### src/rtl/permute_arbiter.sv
// Round-robin arbiter sharing one permute engine between NUM_REQ requesters.
// Grants one job at a time, waits for the engine's finish edge or a watchdog timeout.
module permute_arbiter #(
    parameter int unsigned NUM_REQ = 4,
    parameter int unsigned IDX_W   = 10,
    parameter int unsigned ID_W    = 2,
    parameter int unsigned TIMEOUT = 4096
) (
    input  logic                     clk,
    input  logic                     rst,
    input  logic [NUM_REQ-1:0]       req,
    input  logic [NUM_REQ*IDX_W-1:0] req_index,
    output logic [NUM_REQ-1:0]       ack,
    output logic [NUM_REQ-1:0]       done,
    output logic [NUM_REQ-1:0]       err,
    output logic                     busy,
    output logic [ID_W-1:0]          grant_id,
    output logic                     perm_start,
    output logic [IDX_W-1:0]         perm_index,
    input  logic                     perm_finish
);

    localparam int unsigned TimerW = $clog2(TIMEOUT) + 1;
    localparam logic [TimerW-1:0] TimerLast = TimerW'(TIMEOUT - 1);
    localparam logic [ID_W-1:0] LastId = ID_W'(NUM_REQ - 1);

    typedef enum logic [2:0] {StIdle, StStart, StWait, StDone, StAbort} state_e;

    state_e               state_q, state_d;
    logic [ID_W-1:0]      grant_q, grant_d;
    logic [ID_W-1:0]      rr_q, rr_d;
    logic [IDX_W-1:0]     index_q, index_d;
    logic [TimerW-1:0]    timer_q, timer_d;
    logic                 finish_q, finish_d;
    logic [NUM_REQ-1:0]   ack_q, ack_d, done_q, done_d, err_q, err_d;
    logic                 start_q, start_d, busy_q, busy_d;

    // Rotate requests so bit k is requester (rr_q + k) mod NUM_REQ.
    logic [2*NUM_REQ-1:0] req_dbl, req_shift;
    logic [NUM_REQ:0]     req_rot;
    logic [ID_W:0]        off, sum;
    logic [ID_W-1:0]      pick;
    logic                 pick_valid;
    logic [IDX_W-1:0]     idx_sel;
    logic [NUM_REQ-1:0]   pick_oh, grant_oh;
    logic                 rise;

    assign req_dbl   = {req, req};
    assign req_shift = req_dbl >> rr_q;
    assign req_rot   = req_shift[NUM_REQ:0];

    always_comb begin
        off        = '0;
        pick_valid = 1'b0;
        for (int k = NUM_REQ; k >= 1; k--) begin
            if (req_rot[k]) begin
                off        = (ID_W + 1)'(k);
                pick_valid = 1'b1;
            end
        end
        sum  = {1'b0, rr_q} + off;
        pick = (sum >= (ID_W + 1)'(NUM_REQ)) ? ID_W'(sum - (ID_W + 1)'(NUM_REQ)) : ID_W'(sum);
    end

    assign idx_sel  = IDX_W'(req_index >> (32'(pick) * IDX_W));
    assign pick_oh  = {{(NUM_REQ - 1){1'b0}}, 1'b1} << pick;
    assign grant_oh = {{(NUM_REQ - 1){1'b0}}, 1'b1} << grant_q;
    assign rise     = perm_finish & ~finish_q;

    always_comb begin
        state_d  = state_q;
        grant_d  = grant_q;
        rr_d     = rr_q;
        index_d  = index_q;
        timer_d  = timer_q;
        finish_d = finish_q;
        ack_d    = '0;
        done_d   = '0;
        err_d    = '0;
        start_d  = 1'b0;
        unique case (state_q)
            StIdle: begin
                if (pick_valid) begin
                    state_d = StStart;
                    grant_d = pick;
                    index_d = idx_sel;
                    ack_d   = pick_oh;
                    start_d = 1'b1;
                end
            end
            StStart: begin
                state_d  = StWait;
                timer_d  = '0;
                finish_d = perm_finish;
            end
            StWait: begin
                finish_d = perm_finish;
                // A finish edge on the expiry cycle still counts as a normal completion.
                if (rise) begin
                    state_d = StDone;
                    done_d  = grant_oh;
                end else if (TIMEOUT != 0 && timer_q == TimerLast) begin
                    state_d = StAbort;
                    err_d   = grant_oh;
                end else if (timer_q != '1) begin
                    timer_d = timer_q + 1'b1;
                end
            end
            StDone, StAbort: begin
                state_d = StIdle;
                rr_d    = grant_q;
            end
            default: state_d = StIdle;
        endcase
        busy_d = (state_d != StIdle);
    end

    always_ff @(posedge clk or posedge rst) begin
        if (rst) begin
            state_q  <= StIdle;
            grant_q  <= LastId;
            rr_q     <= LastId;
            index_q  <= '0;
            timer_q  <= '0;
            finish_q <= 1'b0;
            ack_q    <= '0;
            done_q   <= '0;
            err_q    <= '0;
            start_q  <= 1'b0;
            busy_q   <= 1'b0;
        end else begin
            state_q  <= state_d;
            grant_q  <= grant_d;
            rr_q     <= rr_d;
            index_q  <= index_d;
            timer_q  <= timer_d;
            finish_q <= finish_d;
            ack_q    <= ack_d;
            done_q   <= done_d;
            err_q    <= err_d;
            start_q  <= start_d;
            busy_q   <= busy_d;
        end
    end

    assign ack        = ack_q;
    assign done       = done_q;
    assign err        = err_q;
    assign busy       = busy_q;
    assign grant_id   = grant_q;
    assign perm_start = start_q;
    assign perm_index = index_q;

endmodule

### config.mk
export PLATFORM = sky130hd
export DESIGN_NAME = permute_arbiter
export DESIGN_NICKNAME = d
export VERILOG_FILES = /design/src/rtl/permute_arbiter.sv
export SDC_FILE = /design/constraint.sdc
export NUM_CORES = 1
export LEC_CHECK = 0
export ABC_AREA = 0
export BUFFER_PORTS_ARGS = -buffer_cell sky130_fd_sc_hd__buf_2
export CAP_MARGIN = 40
export CORE_ASPECT_RATIO = 1.1
export CORE_MARGIN = 3
export CORE_UTILIZATION = 56
export CTS_BUF_LIST = sky130_fd_sc_hd__clkbuf_8 sky130_fd_sc_hd__clkbuf_16
export DETAILED_ROUTE_END_ITERATION = 7
export GPL_ROUTABILITY_DRIVEN = 1
export GPL_TIMING_DRIVEN = 0
export PLACE_DENSITY = 0.85
export SLEW_MARGIN = 40
export SYNTH_ARGS = -nofsm -noshare
export SYNTH_HDL_FRONTEND = slang
export SYNTH_SLANG_ARGS = --single-unit
### constraint.sdc
create_clock -name clk -period 7.7 [get_ports clk]
set_clock_uncertainty 0.2 [all_clocks]
set_input_delay 0.385 -clock clk [delete_from_list [all_inputs] [get_ports clk]]
set_output_delay 0.385 -clock clk [all_outputs]
set_load 0.02 [all_outputs]
==> metrics.txt <==
Placeable Area=approximately 0.0044 mm^2; status=finished, final reports clean; Seq/Total Area, Yosys=0.436; Placer Congestion=0.843; P_leak=1.45 nW; Post-synth EDFFs=0; Crit Path Category=reg -> reg; synthesized net count=between 300 and 400; drt pass-1 iters=4; CTS tree=yes; layout cell share with drive strength beyond 1=0.354; CP required=~7.7 ns; syn_area_per_cell=roughly 10 um^2; post-synthesis cell count=262; max frequency=about 320 MHz; DRT iter0 DRCs=159; DR vias=around 2,300; Slew Limit Fails=0; ant diodes=0; setup violators final=0; post-route insts no fill=396; total gr overflow=0; ys async rst share=1.00; Worst-Skew Late Latency=about 0.3 ns; largest net degree at the start of global routing=46; nets=390; row count=25; DR DRC count=0; HP Class=in -> reg; #FFs+latches synth=45; pre-CTS setup slack=~4.6 ns; Worst Max-Slew Pin Slew=~0.67 ns; vias in the first global route=about 2,200; Arr. time, crit path=between 3 and 4 ns; die area=0.00548 mm^2; worst-path fanout max=10; pwr/cell area=394 mW/mm^2; I/O pins=between 70 and 80; most frequent cells in the layout=buf_2 (77), dfrtp_1 (41), nand2_1 (34); Ys Warns=0; final setup margin=between 4 and 5 ns; DR WL/cell=roughly 15 um; Post-CTS Setup Bufs=0; TNS Setup=0 ns; Critical Path Sink Type=flip-flop; H-tree Lvls=2; chip width=70.9 um; vias per std cell=between 5 and 6; Clock Tree Buf Depth=2; final hold violation count=0; first-pass GRT wire length=roughly 10 mm; WHS=~0.14 ns; total track usage=0.231; post-synth cell types=47; CTS buffer count=5; final core utilization=0.711; total power=roughly 1.2 mW; Starting Density=0.592; HPWL Detailed=around 4.4 mm; RSZ-0062 raised after global routing=no; P&R area growth vs syn=20.2%; IO Port Bufs=just over 70; Synth area leader=dfrtp_1; Routed WL=just under 6 mm; Final ANT Viol Nets=0; dpl cell area=0.00302 mm^2; commonest non-fill, non-tap cell in the layout=buf_2; final period utilization=0.402; clk slew on worst S/H paths=0.09 ns; clk sink count=45; crit path time final=roughly 3.1 ns; Synth top area share=0.396; IR drop worst, VDD=approximately 320 uV; clk root buf=clkbuf_8; Mapped Area=approximately 0.0026 mm^2; Max Cap Viol=0; Synth Flop Type=dfrtp_1; Startpoint Class=flip-flop; Slew HR=0.551; die height=between 70 and 80 um; initial antenna violation count=0; placed insts=a little under 400; fin area=just over 0.003 mm^2; top cells by area, synth=dfrtp_1 (40%), a2111oi_2 (5.2%), nor2b_1 (5.1%)
cell families (layout without fill, tap and decap cells):
kind of cell,Yosys count,in the layout,synth area share
fa+ha+maj,2,2,0.00965
buf+inv,24,104,0.0526
mux,4,4,0.0164
xor+xnor,9,9,0.0304
compound gates,56,56,0.215
flops,45,45,0.436
simple gates,122,122,0.239
power by group:
part	leakage (nW)	internal (mW)	switching (mW)	total, mW
Sequential	0.583	0.311	0.0474	0.358
Combinational	0.826	0.278	0.448	0.726
Clock	0.0416	0.0626	0.0798	0.142
synthesized netlist by cell type, drive strengths merged, types with 3 or more instances:
cell type and count:
inv 6, a221oi 10, o21ai 3, nor4 7, a211oi 3, nand4 5
o31ai 12, dfstp 4, buf 12, nor2 24, nor2b 21, a21oi 6
xnor2 9, nor3 9, nand2b 7, a2111oi 10, nand3 4, dfrtp 41
a22o 4, clkbuf 6, nand2 34
cell type report:
cell class	instances	area, um^2
well taps	54	67.6
flip-flops and latches	45	1130
plain buffers	18	114
repair buffers	72	365
fillers	331	1260
multi-input cells	193	1330
clock buffers	5	68.8
clock inverters	3	18.8
inverters	6	25.0
final timing paths:
path / from / to / slack, ns / cells past startpoint
setup / recovery: rr_q[0]$_DFFE_PP1P_ / perm_index[1]$_DFFE_PP0P_ / 4.60 / 10
min in group asynchronous: rst / done[3]$_DFF_PP0_ / 0.48 / 3
max in group asynchronous: rst / rr_q[1]$_DFFE_PP1P_ / 6.44 / 3
hold reg to reg: perm_index[2]$_DFFE_PP0P_ / perm_index[2]$_DFFE_PP0P_ / 0.29 / 2
setup reg to reg: rr_q[0]$_DFFE_PP1P_ / perm_index[1]$_DFFE_PP0P_ / 4.60 / 10
hold / removal: perm_finish / finish_q$_DFFE_PP0P_ / 0.14 / 2
critical path, cell delays in order, from the launching register on:
cell,delay [ns]
dfstp_2,0.58
buf_2,0.22
nand2_1,0.12
o31a_4,0.31
nand2_1,0.06
a21oi_1,0.04
ha_1,0.36
clkbuf_1,0.25
buf_4,0.24
a2111oi_2,0.47
o31ai_2,0.12
what timing repair did:
item                                    4_1_cts  5_1_grt
endpoints found under the hold margin        41        0
hold buffers                                  1        0
endpoints found under the setup margin        0        0
resized for setup                             0        0
sequential cells by signal, summed over array words and instances, names as in the netlist:
register,flops
ack,4
busy,1
done,4
err,4
finish_q,1
grant_id,2
perm_index,10
perm_start,1
rr_q,2
state_q,3
timer_q,13
per-layer routing:
metal  track usage  vias up  wire length, um  share of wire
li1              -     1109                -              -
met1         0.281     1091             2450           0.41
met2         0.404       75             3030           0.51
met3        0.0453       12              320          0.054
met4        0.0808        0              151          0.025
met5             0        -                0              0
(Power assumes the default switching activity.)
